$ cat src/rtl/vga_pkg.sv
// Shared timing constants and phase encoding for the VGA raster generator.
// Defaults describe 1280x1024 @ 60 Hz with a 108 MHz pixel clock.
package vga_pkg;

    localparam int DEF_H_ACTIVE = 1280;
    localparam int DEF_H_FRONT  = 48;
    localparam int DEF_H_SYNC   = 112;
    localparam int DEF_H_BACK   = 248;
    localparam int DEF_H_TOTAL  = DEF_H_ACTIVE + DEF_H_FRONT + DEF_H_SYNC + DEF_H_BACK;

    localparam int DEF_V_ACTIVE = 1024;
    localparam int DEF_V_FRONT  = 1;
    localparam int DEF_V_SYNC   = 3;
    localparam int DEF_V_BACK   = 38;
    localparam int DEF_V_TOTAL  = DEF_V_ACTIVE + DEF_V_FRONT + DEF_V_SYNC + DEF_V_BACK;

    localparam int COL_W = 12;
    localparam int ROW_W = 11;

    typedef enum logic [1:0] {
        ACT = 2'd0,
        FP  = 2'd1,
        SY  = 2'd2,
        BP  = 2'd3
    } phase_e;

    // Phase a given count belongs to; used to detect a state/counter disagreement.
    function automatic phase_e phase_of(input int count, input int active,
                                        input int front, input int sync);
        if (count < active)
            return ACT;
        else if (count < active + front)
            return FP;
        else if (count < active + front + sync)
            return SY;
        else
            return BP;
    endfunction

endpackage

$ cat src/rtl/vga_phase_ctr.sv
// One axis of the raster: a wrapping counter with a four-phase FSM that
// tracks active / front porch / sync / back porch.
module vga_phase_ctr
    import vga_pkg::*;
#(
    parameter int ACTIVE = DEF_H_ACTIVE,
    parameter int FRONT  = DEF_H_FRONT,
    parameter int SYNC   = DEF_H_SYNC,
    parameter int BACK   = DEF_H_BACK,
    parameter int W      = COL_W
) (
    input  logic         clock,
    input  logic         reset,
    input  logic         en,
    output logic [W-1:0] count,
    output logic [1:0]   phase
);

    localparam int TOTAL = ACTIVE + FRONT + SYNC + BACK;
    localparam logic [W-1:0] LAST     = W'(TOTAL - 1);
    localparam logic [W-1:0] FP_START = W'(ACTIVE);
    localparam logic [W-1:0] SY_START = W'(ACTIVE + FRONT);
    localparam logic [W-1:0] BP_START = W'(ACTIVE + FRONT + SYNC);

    logic [W-1:0] count_reg, count_next;
    phase_e       phase_reg, phase_next;
    logic         consistent;

    assign consistent = (phase_reg == phase_of(int'(count_reg), ACTIVE, FRONT, SYNC))
                        && (count_reg <= LAST);

    always_comb begin
        count_next = count_reg;
        phase_next = phase_reg;
        if (!consistent) begin
            // Upset state: restart the axis cleanly rather than run on with a mismatch.
            count_next = '0;
            phase_next = ACT;
        end else begin
            count_next = (count_reg == LAST) ? '0 : count_reg + W'(1);
            case (phase_reg)
                ACT:     if (count_next == FP_START) phase_next = FP;
                FP:      if (count_next == SY_START) phase_next = SY;
                SY:      if (count_next == BP_START) phase_next = BP;
                BP:      if (count_next == '0)       phase_next = ACT;
                default: phase_next = ACT;
            endcase
        end
    end

    always_ff @(posedge clock) begin
        if (reset) begin
            count_reg <= '0;
            phase_reg <= ACT;
        end else if (en) begin
            count_reg <= count_next;
            phase_reg <= phase_next;
        end
    end

    assign count = count_reg;
    assign phase = phase_reg;

endmodule

$ cat src/rtl/vga_timing.sv
// VGA raster timing: horizontal/vertical counters, registered position and
// strobes, and a clock-cycle delay line for hsync/vsync/blank.
module vga_timing
    import vga_pkg::*;
#(
    parameter int H_ACTIVE   = DEF_H_ACTIVE,
    parameter int H_FRONT    = DEF_H_FRONT,
    parameter int H_SYNC     = DEF_H_SYNC,
    parameter int H_BACK     = DEF_H_BACK,
    parameter int V_ACTIVE   = DEF_V_ACTIVE,
    parameter int V_FRONT    = DEF_V_FRONT,
    parameter int V_SYNC     = DEF_V_SYNC,
    parameter int V_BACK     = DEF_V_BACK,
    parameter int SYNC_DELAY = 2
) (
    input  logic        clock,
    input  logic        reset,
    input  logic        pix_en,
    output logic [11:0] display_col,
    output logic [10:0] display_row,
    output logic        visible,
    output logic        frame_start,
    output logic        line_start,
    output logic        hsync_out,
    output logic        vsync_out,
    output logic        blank_out
);

    localparam int H_TOTAL = H_ACTIVE + H_FRONT + H_SYNC + H_BACK;

    logic [COL_W-1:0] h_count;
    logic [ROW_W-1:0] v_count;
    logic [1:0]       h_phase, v_phase;
    logic             h_wrap;

    assign h_wrap = pix_en && (h_count == COL_W'(H_TOTAL - 1));

    vga_phase_ctr #(
        .ACTIVE (H_ACTIVE),
        .FRONT  (H_FRONT),
        .SYNC   (H_SYNC),
        .BACK   (H_BACK),
        .W      (COL_W)
    ) u_h_ctr (
        .clock  (clock),
        .reset  (reset),
        .en     (pix_en),
        .count  (h_count),
        .phase  (h_phase)
    );

    vga_phase_ctr #(
        .ACTIVE (V_ACTIVE),
        .FRONT  (V_FRONT),
        .SYNC   (V_SYNC),
        .BACK   (V_BACK),
        .W      (ROW_W)
    ) u_v_ctr (
        .clock  (clock),
        .reset  (reset),
        .en     (h_wrap),
        .count  (v_count),
        .phase  (v_phase)
    );

    logic [COL_W-1:0] col_reg;
    logic [ROW_W-1:0] row_reg;
    logic             visible_reg, frame_start_reg, line_start_reg;
    logic             hsync_reg, vsync_reg, blank_reg;
    logic             visible_next;

    assign visible_next = (h_phase == ACT) && (v_phase == ACT);

    // Outputs show the position consumed on each enabled edge, so every strobe
    // lines up with the col/row it describes and pulses once per position.
    always_ff @(posedge clock) begin
        if (reset) begin
            col_reg         <= '0;
            row_reg         <= '0;
            visible_reg     <= 1'b1;
            frame_start_reg <= 1'b0;
            line_start_reg  <= 1'b0;
            hsync_reg       <= 1'b0;
            vsync_reg       <= 1'b0;
            blank_reg       <= 1'b0;
        end else if (pix_en) begin
            col_reg         <= h_count;
            row_reg         <= v_count;
            visible_reg     <= visible_next;
            frame_start_reg <= (h_count == '0) && (v_count == '0);
            line_start_reg  <= (h_count == '0);
            hsync_reg       <= (h_phase == SY);
            vsync_reg       <= (v_phase == SY);
            blank_reg       <= !visible_next;
        end else begin
            frame_start_reg <= 1'b0;
            line_start_reg  <= 1'b0;
        end
    end

    assign display_col = col_reg;
    assign display_row = row_reg;
    assign visible     = visible_reg;
    assign frame_start = frame_start_reg;
    assign line_start  = line_start_reg;

    logic [2:0] sync_now;
    assign sync_now = {hsync_reg, vsync_reg, blank_reg};

    // Delay counts raw clocks, independent of pix_en.
    generate
        if (SYNC_DELAY == 0) begin : g_no_delay
            assign {hsync_out, vsync_out, blank_out} = sync_now;
        end else begin : g_delay
            logic [2:0] dly_reg [SYNC_DELAY];

            always_ff @(posedge clock) begin
                if (reset) begin
                    for (int i = 0; i < SYNC_DELAY; i++)
                        dly_reg[i] <= '0;
                end else begin
                    dly_reg[0] <= sync_now;
                    for (int i = 1; i < SYNC_DELAY; i++)
                        dly_reg[i] <= dly_reg[i-1];
                end
            end

            assign {hsync_out, vsync_out, blank_out} = dly_reg[SYNC_DELAY-1];
        end
    endgenerate

endmodule
$ cat config.mk
export PLATFORM = sky130hd
export DESIGN_NAME = vga_timing
export DESIGN_NICKNAME = d
export VERILOG_FILES = /design/src/rtl/vga_pkg.sv /design/src/rtl/vga_phase_ctr.sv /design/src/rtl/vga_timing.sv
export SDC_FILE = /design/constraint.sdc
export NUM_CORES = 1
export LEC_CHECK = 0
export BUFFER_PORTS_ARGS = -buffer_cell sky130_fd_sc_hd__buf_2
export CAP_MARGIN = 25
export CORE_ASPECT_RATIO = 0.7
export CORE_MARGIN = 3
export CORE_UTILIZATION = 30
export CTS_CLUSTER_DIAMETER = 30
export DETAILED_ROUTE_END_ITERATION = 8
export GPL_ROUTABILITY_DRIVEN = 0
export GPL_TIMING_DRIVEN = 1
export PLACE_DENSITY = 0.56
export SETUP_SLACK_MARGIN = 0.3
export SKIP_CTS_REPAIR_TIMING = 1
export SLEW_MARGIN = 20
export SYNTH_ARGS = -nofsm -noshare
export SYNTH_HDL_FRONTEND = slang
export SYNTH_SLANG_ARGS = --single-unit
$ cat constraint.sdc
create_clock -name clock -period 3.9 [get_ports clock]
set_input_delay 0 -clock clock [delete_from_list [all_inputs] [get_ports clock]]
set_output_delay 0 -clock clock [all_outputs]
set_load 0.05 [all_outputs]
; Word-level counts from Yosys, hierarchy flattened
; Memories as Yosys holds them, arrays and structs flattened.
; Index checks and enable logic that the tools add are counted.
[op_classes]
n_addsub = 2
n_lt_le_gt_ge = 8
eq_ne = 24
n_mux = 27
bitwise = 3
n_reduce_logical = 15
[ops]
columns = op, count
row1 = $eq A12 B11 Y1 const B, 4
row2 = $eq A11 B11 Y1 const B, 4
row3 = $lt A12 B11 Y1 const B, 3
row4 = $lt A11 B11 Y1 const B, 3
row5 = $mux W2, 14
row6 = $logic_not A12 Y1, 2
row7 = $mux W12, 2
row8 = $ne A3 B3 Y1 const B, 8
row9 = $logic_not A11 Y1, 2
row10 = $mux W11, 2
row11 = $pmux W2 S4, 2
row12 = $add A12 B1 Y12 const B, 1
row13 = $le A12 B11 Y1 const B, 1
row14 = $add A11 B1 Y11 const B, 1
row15 = $le A11 B11 Y1 const B, 1
row16 = $reduce_and A5 Y1, 2
row17 = $eq A2 B2 Y1 const B, 4
row18 = $mux W3, 2
row19 = $logic_and A1 B1 Y1, 5
row20 = $mux W1, 5
row21 = $eq A2 B1 Y1 const B, 2
row22 = $eq A2 B2 Y1, 2
row23 = $logic_not A2 Y1, 2
row24 = $or A1 B1 Y1, 2
row25 = 3 further kinds, 3
[totals]
register_bits = 56
ram_bits = 6
inputBits = 3
output_inout_bits = 29
elab_cells = 92
n_memories = 1
[memory_table]
columns = memory, depth, word_bits, read_ports, rd_ports_with_merged_regs, write_ports, line
row1 = g_delay.dly_reg, 2, 3, 2, 0, 2, vga_timing.sv:115  ; logic [2:0] dly_reg [SYNC_DELAY];

; Longest topological paths before layout
[depth]
word_depth = 8
ltp_mapped = 11
depth_no_buf = 9

; By module
; Synthesis repeated with hierarchy kept, for this count alone.
[hier_totals]
hier_cells = 438
hier_area_um2 = 3712.3
[by_module_without_submodules]
columns = module, n_inst, cells_per_inst, area_each_um2, seq_area_each_um2
row1 = vga_phase_ctr (u_h_ctr), 1, 171, 1283.7, 280.3
row2 = vga_timing, 1, 119, 1244.9, 700.7
row3 = vga_phase_ctr (u_v_ctr), 1, 148, 1183.6, 260.2

; Least setup slack after synthesis
; No wires, ideal clock.
[synth_timing]
kind = register -> register
startpoint = reg u_h_ctr.count_reg[0] (netlist: u_h_ctr.count[0])
endpoint = reg u_h_ctr.phase_reg[1] (netlist: u_h_ctr.phase[1])
setup_time_ns = 0.128
arrival_ns = 2.305
required_ns = 3.772
slack_ns = 1.467
stages_incl_launch_ff = 9
path_buffers = 0
period_less_slack_ns = 2.433
cell_sequence = dfxtp_1 > ha_1 > nand2_1 > or4_1 > a221oi_1 > nand4_1 > a22o_1 > o31ai_1 > a21oi_1
[synth_between]
elab_chain_len = 8
elab_cells_between_ends = 22
cone_classes = 1 x add/sub / 4 x order compare / 9 x eq/ne / 5 x mux / 3 x reduce/logical
[synth_rtl]
columns = item, line
row1 = start: declaration, vga_phase_ctr.sv:25  ; logic [W-1:0] count_reg, count_next;
row2 = start signal: assignment, vga_phase_ctr.sv:56  ; count_reg <= count_next;
row3 = $lt A12 B11 Y1, vga_pkg.sv:34  ; else if (count < active + front + sync)
row4 = $mux W1, vga_pkg.sv:34
row5 = $mux W2, vga_pkg.sv:32  ; else if (count < active + front)
row6 = $mux W2, vga_pkg.sv:30  ; if (count < active)
row7 = $eq A2 B2 Y1, vga_phase_ctr.sv:29  ; assign consistent = (phase_reg == phase_of(int'(count_reg), ACTIVE, FRONT, SYNC))
row8 = $logic_and A1 B1 Y1, vga_phase_ctr.sv:30  ; && (count_reg <= LAST);
row9 = $ne A3 B3 Y1 (no source line), --
row10 = $reduce_and A5 Y1 (no source line), --
row11 = end signal: assignment, vga_phase_ctr.sv:57  ; phase_reg <= phase_next;
row12 = end: declaration, vga_phase_ctr.sv:26  ; phase_e phase_reg, phase_next;
; Several ways; a longest one is shown, not always the timed one.
; A chain may end at the register's enable or synchronous reset.

; Final worst setup path
[layout_timing]
startpoint = reg u_v_ctr.count_reg[0] (netlist: u_v_ctr.count[0])
endpoint = reg u_v_ctr.phase_reg[0] (netlist: u_v_ctr.phase[0])
[layout_between]
elab_chain_len = 8
elab_cells_between_ends = 22
cone_classes = 1 x add/sub / 4 x order compare / 9 x eq/ne / 5 x mux / 3 x reduce/logical
[layout_rtl]
columns = item, line
row1 = start: declaration, vga_phase_ctr.sv:25
row2 = start signal: assignment, vga_phase_ctr.sv:56
row3 = $lt A11 B11 Y1, vga_pkg.sv:34
row4 = $mux W1, vga_pkg.sv:34
row5 = $mux W2, vga_pkg.sv:32
row6 = $mux W2, vga_pkg.sv:30
row7 = $eq A2 B2 Y1, vga_phase_ctr.sv:29
row8 = $logic_and A1 B1 Y1, vga_phase_ctr.sv:30
row9 = $ne A3 B3 Y1 (no source line), --
row10 = $reduce_and A5 Y1 (no source line), --
row11 = end signal: assignment, vga_phase_ctr.sv:57
row12 = end: declaration, vga_phase_ctr.sv:26
; Several ways; a longest one is shown, not always the timed one.

==> results.tsv <==
metric	value	unit
Critical Path RT	4.16	ns
endpoints failing setup	0	
worst flop-to-flop path endpoint	u_v_ctr.phase[0]	
Seq/Total Area, Yosys	0.341	
syn nets	472	
Final Critical Period	3.09	ns
max_cap viols	0	
RSZ-0062 raised after global routing	false	
fin crit share	0.792	
crit path from	u_v_ctr.count[0]	
DR vias	3430	
clock transition at the registers of the reported paths	0.06	ns
Most used DFF post-synth	dfxtp_1	
vias in the first global route	3063	
Slew Limit Fails	0	
core area	0.0114	mm2
Worst setup EP type	register	
CTS tree	done	
clk_skew	0.00550	ns
Least-Margin Pin Slew	0.977	ns
status	complete, no violations	
dpl hpwl	7000	um
synthesized area	0.00364	mm2
Synth Area per Inst	8.02	um2
YS warnings	0	
Synth Register Bits	62	
Row Count	32	
Max-slew headroom	0.343	
CP max stage cell	o311ai_0	
worst r2r path cells	8	
leak pwr	1.62	nW
initial antenna violation count	0	
CP max stage delay	0.66	ns
num ports	32	
Clk Latency, worst-skew pair	0.33	ns
nets	484	
routed length per placed instance	15.8	um
Setup crit end	u_v_ctr.phase[0]	
Cell variety after synth	61	
H-tree levels	3	
total detailed-routing wirelength	9880	um
critical path fanouts, max	10	
Hold Path Class	primary input to register	
reg-to-reg setup timing slack	0.81	ns
Worst Path Class, Setup	register to register	
cells along the critical path	ha_1, and3_1, a311oi_1, o311ai_0, nor3b_1, a2111oi_0, o21ai_0, o21ai_0	
Die Area	0.0135	mm2
Max clock buf depth	2	
Detailed Routing Iterations Pass 1	7	
Chip Height	98.2	um
Syn Inst Count	454	
final setup TNS	0	ns
violation count after the first detailed-route iteration	265	
routed vias/inst	5.50	
maximum number of pins on one net before global-route repair	59	
most common cell after layout, fill and taps aside	dfxtp_1	
number of synthesized flops with an enable pin	0	
synthesis-to-finish area growth	16.1	%
Reg2Reg Launch Point	u_v_ctr.count[0]	
CTS root buf	clkbuf_16	
Fmax	0.324	GHz
clock sink count	62	
number of antenna diodes	0	
Pwr per Cell Area	376	mW/mm2
layout cells sized above 1	0.134	
# DRC	0	
Die Width	138	um
port buffer count	31	
Most common cell on crit path	o21ai_0	
Worst EP arrival	3.35	ns
layout filler cell count	1190	
Peak VDD IR	0.230	mV
Async S/R FF share, synth	0	
Final Hold Vio Count	0	
commonest non-fill, non-tap cells in the layout	dfxtp_1, nor2_1, buf_2, a21oi_1, mux2i_1	
All-Layer GR Usage	0.151	
final core occ	0.370	
initial core utilization	0.319	
total grt overflow	0	
critical path launch point type	register	
total clock buffers created by CTS	9	
ANT nets after route	0	
first-pass GRT wire length	16100	um
per-layer routing:
layer	track usage	wire (um)
met4	0.0429	157
met5	0	0
met3	0.0427	820
met1	0.242	5360
met2	0.190	3540
power by group:
part           leakage (nW)  switching (mW)  total, mW  internal [mW]
clock                 0.159           0.319      0.888          0.569
sequential            0.501         0.00372      0.642          0.639
combinational         0.964          0.0409     0.0567         0.0158
total                  1.62           0.364       1.59           1.22
worst min path at each step:
stage	from	endpoint	slack [ns]	depth (start not counted)
floorplan	reset	u_v_ctr.phase[0]	0.18	3
global placement	reset	line_start	0.41	4
detailed placement	reset	line_start	0.40	4
CTS	reset	line_start	0.04	4
global route	reset	line_start	0.05	4
finish	reset	line_start	0.06	4
critical path: cells and delay by family (launching register included):
| kind | cells | cell delay [ns] |
|---|---|---|
| and+or+nand+nor | 2 | 0.47 |
| AOI/OAI and AO/OA | 5 | 1.65 |
| DFF | 1 | 0.53 |
| adders and majority gates | 1 | 0.36 |
synthesized netlist by cell type, drive strengths merged (3+ instances only):
cell    number  area [um2]
clkbuf      30         114
ha          15         188
buf          7        31.3
and2         4        25.0
xor2         4        35.0
nor4        12         105
and3         7        43.8
a31oi        5        31.3
o41ai        3        26.3
mux2i       27         270
nor3b        5        37.5
inv         15        56.3
o21ai       23         115
nor2b       10        62.6
nor2        51         191
nor3        23         115
or3          3        18.8
nand2       25        93.8
o31ai        6        50.1
nand4       11        68.8
a21o         3        22.5
nor4b        3        26.3
nand4b       3        26.3
nand3       19        95.1
or4          7        60.1
nand3b       7        52.6
dfxtp       62        1240
xnor2        3        26.3
a21oi       30         154
logic make-up (layout without fill, tap and decap cells):
kind of cell,Yosys count,in the layout,share of synthesized area
AND/OR/NAND/NOR,196,196,0.294
AO/OA/AOI/OAI,95,95,0.167
flip-flops,62,62,0.341
buffers and inverters,52,69,0.0553
multiplexers,27,27,0.0743
adder cells (fa/ha/maj),15,15,0.0516
XOR/XNOR,7,7,0.0168
stage by stage:
| step | std cells | cell area [um2] | setup slack [ns] | hold slack (ns) | power [mW] |
|---|---|---|---|---|---|
| floorplan | 454 | 3640 | 1.47 | 0.178 | 0.699 |
| global placement | 608 | 3890 | 0.965 | 0.412 | 0.713 |
| detailed placement | 608 | 3890 | 0.845 | 0.398 | 0.714 |
| CTS | 624 | 4220 | 0.824 | 0.0376 | 1.61 |
| global route | 624 | 4220 | 0.539 | 0.0478 | 1.65 |
| finish | 624 | 4220 | 0.812 | 0.0590 | 1.59 |
area by class of cell:
type | count | area [um2] | share of cell area
clock buffer | 9 | 225 | 0.0533
clock inverter | 7 | 105 | 0.0249
inverter | 15 | 56.3 | 0.0133
multi-input combinational | 340 | 2200 | 0.520
timing repair buffer | 38 | 208 | 0.0492
tap | 153 | 191 | 0.0453
sequential | 62 | 1240 | 0.294
Power figures use the tool's default switching activity.
